==> src/rtl/piso_shiftreg_tx_if.sv <==
// -----------------------------------------------------------------------------
// piso_shiftreg_tx_if
//   Bundles the parallel load handshake and the serial output stream of the
//   piso_shiftreg_tx transmitter.
//
//   Parameter:
//     WIDTH        parallel word width in bits
//
//   Signals:
//     din          parallel word offered by the source
//     load_valid   source has a word on din
//     load_ready   transmitter can accept a word this cycle
//     sout         serial data bit
//     sout_valid   sout carries a valid bit this cycle
//     frame_start  first bit of a word is on sout
//     done         last bit of a word (data or parity) is on sout
//
//   Modports:
//     slave   transmitter side (consumes din/load_valid, drives the rest)
//     master  word source / serial sink side
// -----------------------------------------------------------------------------
interface piso_shiftreg_tx_if #(
  parameter int WIDTH = 4
);

  logic [WIDTH-1:0] din;
  logic             load_valid;
  logic             load_ready;
  logic             sout;
  logic             sout_valid;
  logic             frame_start;
  logic             done;

  modport slave (
    input  din,
    input  load_valid,
    output load_ready,
    output sout,
    output sout_valid,
    output frame_start,
    output done
  );

  modport master (
    output din,
    output load_valid,
    input  load_ready,
    input  sout,
    input  sout_valid,
    input  frame_start,
    input  done
  );

endinterface : piso_shiftreg_tx_if

==> src/rtl/piso_shiftreg_tx.sv <==
// -----------------------------------------------------------------------------
// piso_shiftreg_tx
//   Parallel-in, serial-out shift register transmitter. A WIDTH-bit word is
//   accepted through a valid/ready handshake and sent out one bit per clock,
//   starting the cycle after the accepting edge. A word accepted during the
//   last bit of the previous word follows it with no idle gap.
//
//   Parameters:
//     WIDTH      word width in bits (>= 2)
//     MSB_FIRST  1: din[WIDTH-1] goes out first; 0: din[0] goes out first
//
//   Optional feature (compile-time macro SHIFTREG_TX_PARITY_EN):
//     when defined, each word is followed by one even-parity bit (XOR of the
//     accepted word), so a frame lasts WIDTH+1 cycles and done/load_ready move
//     to the parity cycle. When undefined the frame is exactly WIDTH bits.
//
//   Ports:
//     clk    rising-edge clock
//     clear  asynchronous reset, active-high
//     bus    piso_shiftreg_tx_if.slave (din, load_valid, load_ready, sout,
//            sout_valid, frame_start, done)
// -----------------------------------------------------------------------------
module piso_shiftreg_tx #(
  parameter int WIDTH     = 4,
  parameter bit MSB_FIRST = 1'b1
) (
  input  logic                  clk,
  input  logic                  clear,
  piso_shiftreg_tx_if.slave     bus
);

  // Counter wide enough to hold WIDTH-1 (WIDTH >= 2 keeps CW >= 1).
  localparam int CW = (WIDTH > 2) ? $clog2(WIDTH) : 1;
  localparam logic [CW-1:0] CNT_ZERO = '0;
  localparam logic [CW-1:0] CNT_ONE  = CW'(1);
  localparam logic [CW-1:0] CNT_LAST = CW'(WIDTH - 1);

  typedef enum logic [1:0] {
    IDLE  = 2'd0,
    SHIFT = 2'd1
`ifdef SHIFTREG_TX_PARITY_EN
    ,
    PAR   = 2'd2
`endif
  } state_t;

  state_t           state_q, state_d;
  logic [WIDTH-1:0] shreg_q, shreg_d;
  logic [CW-1:0]    cnt_q,   cnt_d;
`ifdef SHIFTREG_TX_PARITY_EN
  logic             par_q,   par_d;
`endif

  logic [WIDTH-1:0] shreg_shifted;
  logic             last_data_bit;
  logic             done_w;
  logic             load_ready_w;
  logic             load_w;

  // ---------------------------------------------------------------------------
  // Shift by one position with zero fill. The bit on sout is always the one
  // at the "outgoing" end, so shifting exposes the next bit to transmit.
  // ---------------------------------------------------------------------------
  generate
    for (genvar gi = 0; gi < WIDTH; gi++) begin : g_shift
      if (MSB_FIRST) begin : g_left
        if (gi == 0) begin : g_fill
          assign shreg_shifted[gi] = 1'b0;
        end else begin : g_move
          assign shreg_shifted[gi] = shreg_q[gi-1];
        end
      end else begin : g_right
        if (gi == WIDTH - 1) begin : g_fill
          assign shreg_shifted[gi] = 1'b0;
        end else begin : g_move
          assign shreg_shifted[gi] = shreg_q[gi+1];
        end
      end
    end
  endgenerate

  // ---------------------------------------------------------------------------
  // Output decode. Everything here is a function of registered state only, so
  // sout, sout_valid, frame_start and done all change together on the clock
  // edge and stay aligned with the bit they describe.
  // ---------------------------------------------------------------------------
  assign last_data_bit = (state_q == SHIFT) && (cnt_q == CNT_LAST);

`ifdef SHIFTREG_TX_PARITY_EN
  assign done_w = (state_q == PAR);
`else
  assign done_w = last_data_bit;
`endif

  // Accept in IDLE, or during the final bit so the next word follows gaplessly.
  assign load_ready_w = (state_q == IDLE) || done_w;
  assign load_w       = bus.load_valid && load_ready_w;

  always_comb begin
    bus.sout = 1'b0;
    if (state_q == SHIFT) begin
      bus.sout = MSB_FIRST ? shreg_q[WIDTH-1] : shreg_q[0];
    end
`ifdef SHIFTREG_TX_PARITY_EN
    else if (state_q == PAR) begin
      bus.sout = par_q;
    end
`endif
  end

  assign bus.sout_valid  = (state_q != IDLE);
  assign bus.frame_start = (state_q == SHIFT) && (cnt_q == CNT_ZERO);
  assign bus.done        = done_w;
  assign bus.load_ready  = load_ready_w;

  // ---------------------------------------------------------------------------
  // Next-state logic
  // ---------------------------------------------------------------------------
  always_comb begin
    state_d = state_q;
    shreg_d = shreg_q;
    cnt_d   = cnt_q;
`ifdef SHIFTREG_TX_PARITY_EN
    par_d   = par_q;
`endif

    case (state_q)
      IDLE: begin
        if (load_w) begin
          state_d = SHIFT;
          shreg_d = bus.din;
          cnt_d   = CNT_ZERO;
`ifdef SHIFTREG_TX_PARITY_EN
          par_d   = ^bus.din;
`endif
        end
      end

      SHIFT: begin
        if (!last_data_bit) begin
          shreg_d = shreg_shifted;
          cnt_d   = cnt_q + CNT_ONE;
        end else begin
`ifdef SHIFTREG_TX_PARITY_EN
          // Parity bit still to send; the next word waits for that cycle.
          state_d = PAR;
          shreg_d = '0;
          cnt_d   = CNT_ZERO;
`else
          if (load_w) begin
            state_d = SHIFT;
            shreg_d = bus.din;
            cnt_d   = CNT_ZERO;
          end else begin
            state_d = IDLE;
            shreg_d = '0;
            cnt_d   = CNT_ZERO;
          end
`endif
        end
      end

`ifdef SHIFTREG_TX_PARITY_EN
      PAR: begin
        if (load_w) begin
          state_d = SHIFT;
          shreg_d = bus.din;
          cnt_d   = CNT_ZERO;
          par_d   = ^bus.din;
        end else begin
          state_d = IDLE;
          shreg_d = '0;
          cnt_d   = CNT_ZERO;
          par_d   = 1'b0;
        end
      end
`endif

      default: begin
        state_d = IDLE;
        shreg_d = '0;
        cnt_d   = CNT_ZERO;
`ifdef SHIFTREG_TX_PARITY_EN
        par_d   = 1'b0;
`endif
      end
    endcase
  end

  // ---------------------------------------------------------------------------
  // State registers. clear abandons any word in flight immediately.
  // ---------------------------------------------------------------------------
  always_ff @(posedge clk or posedge clear) begin
    if (clear) begin
      state_q <= IDLE;
      shreg_q <= '0;
      cnt_q   <= CNT_ZERO;
`ifdef SHIFTREG_TX_PARITY_EN
      par_q   <= 1'b0;
`endif
    end else begin
      state_q <= state_d;
      shreg_q <= shreg_d;
      cnt_q   <= cnt_d;
`ifdef SHIFTREG_TX_PARITY_EN
      par_q   <= par_d;
`endif
    end
  end

endmodule : piso_shiftreg_tx

==> src/flat_wrapper.sv <==
// flat-port wrapper written by rule: the top's interface ports become plain ports
module piso_shiftreg_tx_flat 
#(
  parameter int WIDTH     = 4,
  parameter bit MSB_FIRST = 1'b1
)
  (clk, clear, bus_din, bus_load_valid, bus_load_ready, bus_sout, bus_sout_valid, bus_frame_start, bus_done);
  piso_shiftreg_tx_if #(.WIDTH(WIDTH)) bus_i ();
  input  logic clk;
  input  logic clear;
  input wire logic [$bits(bus_i.din)-1:0] bus_din;
  input wire logic [$bits(bus_i.load_valid)-1:0] bus_load_valid;
  output wire logic [$bits(bus_i.load_ready)-1:0] bus_load_ready;
  output wire logic [$bits(bus_i.sout)-1:0] bus_sout;
  output wire logic [$bits(bus_i.sout_valid)-1:0] bus_sout_valid;
  output wire logic [$bits(bus_i.frame_start)-1:0] bus_frame_start;
  output wire logic [$bits(bus_i.done)-1:0] bus_done;
  assign bus_i.din = bus_din;
  assign bus_i.load_valid = bus_load_valid;
  assign bus_load_ready = bus_i.load_ready;
  assign bus_sout = bus_i.sout;
  assign bus_sout_valid = bus_i.sout_valid;
  assign bus_frame_start = bus_i.frame_start;
  assign bus_done = bus_i.done;
  piso_shiftreg_tx #(.WIDTH(WIDTH), .MSB_FIRST(MSB_FIRST)) u_core (.clk(clk), .clear(clear), .bus(bus_i));
endmodule
==> config.mk <==
export PLATFORM = sky130hd
export DESIGN_NAME = piso_shiftreg_tx_flat
export DESIGN_NICKNAME = d
export VERILOG_FILES = /design/src/rtl/piso_shiftreg_tx_if.sv /design/src/rtl/piso_shiftreg_tx.sv /design/src/flat_wrapper.sv
export SDC_FILE = /design/constraint.sdc
export NUM_CORES = 1
export LEC_CHECK = 0
export CORE_AREA = 2 2 39 41
export DETAILED_ROUTE_END_ITERATION = 8
export DIE_AREA = 0 0 41 43
export PLACE_DENSITY = 0.56
export REMOVE_ABC_BUFFERS = 1
export SLEW_MARGIN = 25
export SYNTH_ARGS = -nofsm -noshare
export SYNTH_HDL_FRONTEND = slang
export SYNTH_SLANG_ARGS = --single-unit
==> constraint.sdc <==
create_clock -name clk -period 1.1 [get_ports clk]
set_input_delay 0.11 -clock clk [delete_from_list [all_inputs] [get_ports clk]]
set_output_delay 0.11 -clock clk [all_outputs]
set_load 0.03 [all_outputs]
==> impl_metrics.py <==
metrics = {
    "run_status": {
        "status": "complete, but fails checks",
        "violations": "negative setup slack",
    },
    "worst_setup_path": {
        "critPathTopFamily": "flip-flops",
        "max_stage_delay_ns": 0.38,
        "worstPathCellList": "ha_2, buf_6, and2_4, buf_6",
        "cp_slowest_cell": "dfrtp_1",
        "worstSetupPathType": "flip-flop to primary output",
        "reg2reg_depth": 6,
        "cp_num_cells": 4,
        "cp_num_buf_inv": 2,
        "setup.worst_path.end_class": "primary output",
        "crit_top_cell": "buf_6",
        "crit_fanout": 2,
        "arrival_ns": 1.20,
        "required_ns": 0.99,
        "cp-start-kind": "flip-flop",
    },
    "logic_synthesis": {
        "synthDistinctLibCells": 14,
        "yosysWarnings": 0,
        "syn_area_um2": 389.1,
        "synth_top_area_share_pct": 45.02,
        "synth_top_family_by_area": "simple AND/OR/NAND/NOR gates",
        "synth_seq_cells": 7,
        "synth_fa_ha_area_share_pct": 6.431,
        "yosys.area_share.simple_pct": 14.15,
        "synth-xor-area-share_pct": 0,
        "synth_compound_area_share_pct": 10.29,
        "yosysTopAreaCell": "dfrtp_1",
        "synth_area_per_cell_um2": 10.24,
        "syn_inst": 38,
        "synth-seq-area-share_pct": 45.02,
        "synth.area.top_cells": "dfrtp_1, mux2i_1, inv_1",
        "muxShareOfSynthArea_pct": 13.18,
    },
    "die": {
        "start_util_pct": 28.12,
        "num_rows": 14,
        "core-area_um2": 1384,
        "fp.dieArea_um2": 1763,
        "dieHeight_um": 43,
        "die_width_um": 41,
        "ios": 12,
    },
    "timing": {
        "timing.final.crit_share_pct": 119.2,
        "finalSetupViolCount": 8,
        "final.setup_skew_ns": 0.002759,
        "fin_tns_setup_ns": -1.038,
        "hold_ws_ns": 0.09407,
        "finalCriticalPeriod_ns": 1.311,
        "hold_viol": 0,
        "rsz0062_at_grt": "true",
        "worst_pin_slew_ns": 0.2753,
        "finalWorstSetupSlack_ns": -0.2114,
        "clock.fmax_mhz": 762.6,
        "timing.slew.headroom_pct": 81.62,
        "drv_slew": 0,
    },
    "placed_design": {
        "placed_cell_area_um2": 543.0,
        "portBuffers": 11,
        "preCtsSetupSlack_ns": -0.1232,
        "gp_routability_congestion": 0.6762,
        "dp_hpwl_um": 548.9,
    },
    "run": {
        "drv_cap": 0,
    },
    "global_route": {
        "grt_max_degree": 12,
        "antenna_found_initial": 0,
        "grt_overflow_total": 0,
        "grt_pass1_vias": 336,
        "grt_pass1_wl_mm": 1.393,
        "grt_util_all_layers_pct": 12.51,
    },
    "clock_network": {
        "cts.path.max_buffers": 2,
        "h-tree-depth": 1,
        "cts_root_buf": "clkbuf_4",
        "clk_pin_slew_ns": 0.05,
        "clk_latency_ns": 0.25,
        "cts_buffers": 3,
        "cts_tree": "built",
        "hold_buffers": 0,
        "clkSinkCount": 7,
    },
    "layout": {
        "syn2layout_area_growth_pct": 92.28,
        "fin_nets": 76,
        "fin_area_um2": 748.2,
        "diodes": 0,
        "nFillCells": 128,
        "drive_gt1_share_pct": 59.09,
    },
    "routing": {
        "wire_per_inst_um": 13.72,
        "vias": 381,
        "drtPass1Iterations": 4,
        "routed_wirelength_mm": 1.125,
        "drc": 0,
        "drtAntennaViolNets": 0,
        "viasPerCell": 4.646,
        "drt_first_iter_violations": 1,
    },
    "pwr": {
        "p_total_w": 0.002107,
        "vdd_ir_drop_max_v": 0.0009306,
        "power_density_nw_per_um2": 2816,
        "power.leakage_nw": 0.3396,
    },
    "hold_path": {
        "min_path_type": "primary input to asynchronous set/reset pin",
    },
}
## path summary, 6_finish.rpt
kind	slack (ns)	end	from
max in group asynchronous	0.77	u_core.state_q[0]	clear
worst max-delay path	-0.21	bus_done	u_core.cnt_q[1]
worst min-delay path	0.09	u_core.shreg_q[3]	clear
min in group clk	0.47	u_core.shreg_q[0]	bus_din[0]
worst max register to register	-0.10	u_core.shreg_q[1]	u_core.cnt_q[1]
worst min register to register	0.55	u_core.shreg_q[3]	u_core.shreg_q[2]
## synth_stat cells, drive strengths merged
master  n
and2    3
nand2b  2
dfrtp   7
nand3   4
buf     2
mux2    1
o221ai  3
nor2    1
o32ai   1
mux2i   4
ha      2
o21ai   1
inv     7
## per-stage QoR
step | cells | util [%]
after global routing | 82 | 54.07
after floorplan | 36 | -
after global placement | 70 | 39.24
final | 82 | 54.07
after detailed placement | 70 | 39.24
after CTS | 78 | 48.55
## worst register-to-register path: stages, from the launching register on
cell      delay, ns
dfrtp_1        0.38
ha_2           0.20
buf_6          0.11
buf_4          0.12
buf_6          0.12
nand3_2        0.06
o221ai_2       0.08
## report_power, final
group / internal, W / switching [W] / total [W]
Combinational: 0.000793 / 0.000651 / 0.00144
Clock: 0.000138 / 0.0000960 / 0.000235
Sequential: 0.000361 / 0.0000667 / 0.000428
## cells by family (layout without fill, tap and decap cells)
| logic type | after synthesis | count (layout) |
|---|---|---|
| and+or+nand+nor | 10 | 10 |
| buffers and inverters | 9 | 37 |
| DFF | 7 | 7 |
| AOI/OAI and AO/OA | 5 | 5 |
| muxes | 5 | 5 |
| adders and majority gates | 2 | 2 |
## sequential cells by signal (all words and copies together) (netlist names)
signal / flops
u_core.cnt_q: 2
u_core.state_q: 1
u_core.shreg_q: 4
## metal layers
metal  global-route usage (%)  vias to the layer above  wire length (um)  share of wire (%)
li1                         -                      186                 -                  -
met1                    15.10                      183               447                 40
met2                    16.88                        8               616                 55
met3                    3.141                        4                29                2.6
met4                    12.00                        0                31                2.8
met5                        0                        -                 0                  0
## repair_timing
item                       CTS  global route
setup endpoints to repair    9             9
pin swaps                    3             1
setup buffers                4             4
gates resized for setup     20            10
cloned                       0             0
## layout make-up
| class | count | area (um2) | area share [%] |
|---|---|---|---|
| Timing Repair Buffer | 26 | 251.5 | 33.61 |
| Tap cell | 16 | 20.02 | 2.676 |
| Clock buffer | 4 | 26.28 | 3.512 |
| Inverter | 7 | 28.78 | 3.846 |
| Multi-Input combinational cell | 22 | 245.2 | 32.78 |
| Sequential cell | 7 | 176.4 | 23.58 |
## cell usage in the layout, fill, tap and decap left out
cell type / Yosys / routed
clkdlybuf4s50_1: 0 / 6
inv_4: 0 / 1
inv_1: 7 / 6
mux2i_1: 4 / 4
and2_1: 3 / 1
o32ai_2: 0 / 1
o21ai_1: 0 / 1
and2_4: 0 / 2
nand2b_4: 0 / 1
nand2b_1: 2 / 1
clkbuf_4: 0 / 3
ha_2: 0 / 1
nand3_2: 0 / 4
buf_6: 1 / 11
buf_4: 0 / 9
nor2_1: 1 / 1
dfrtp_1: 7 / 6
mux2_2: 1 / 1
dfrtp_2: 0 / 1
ha_4: 0 / 1
clkbuf_1: 0 / 1
o221ai_2: 0 / 3
Note: power is estimated with default switching activity, not from simulation.
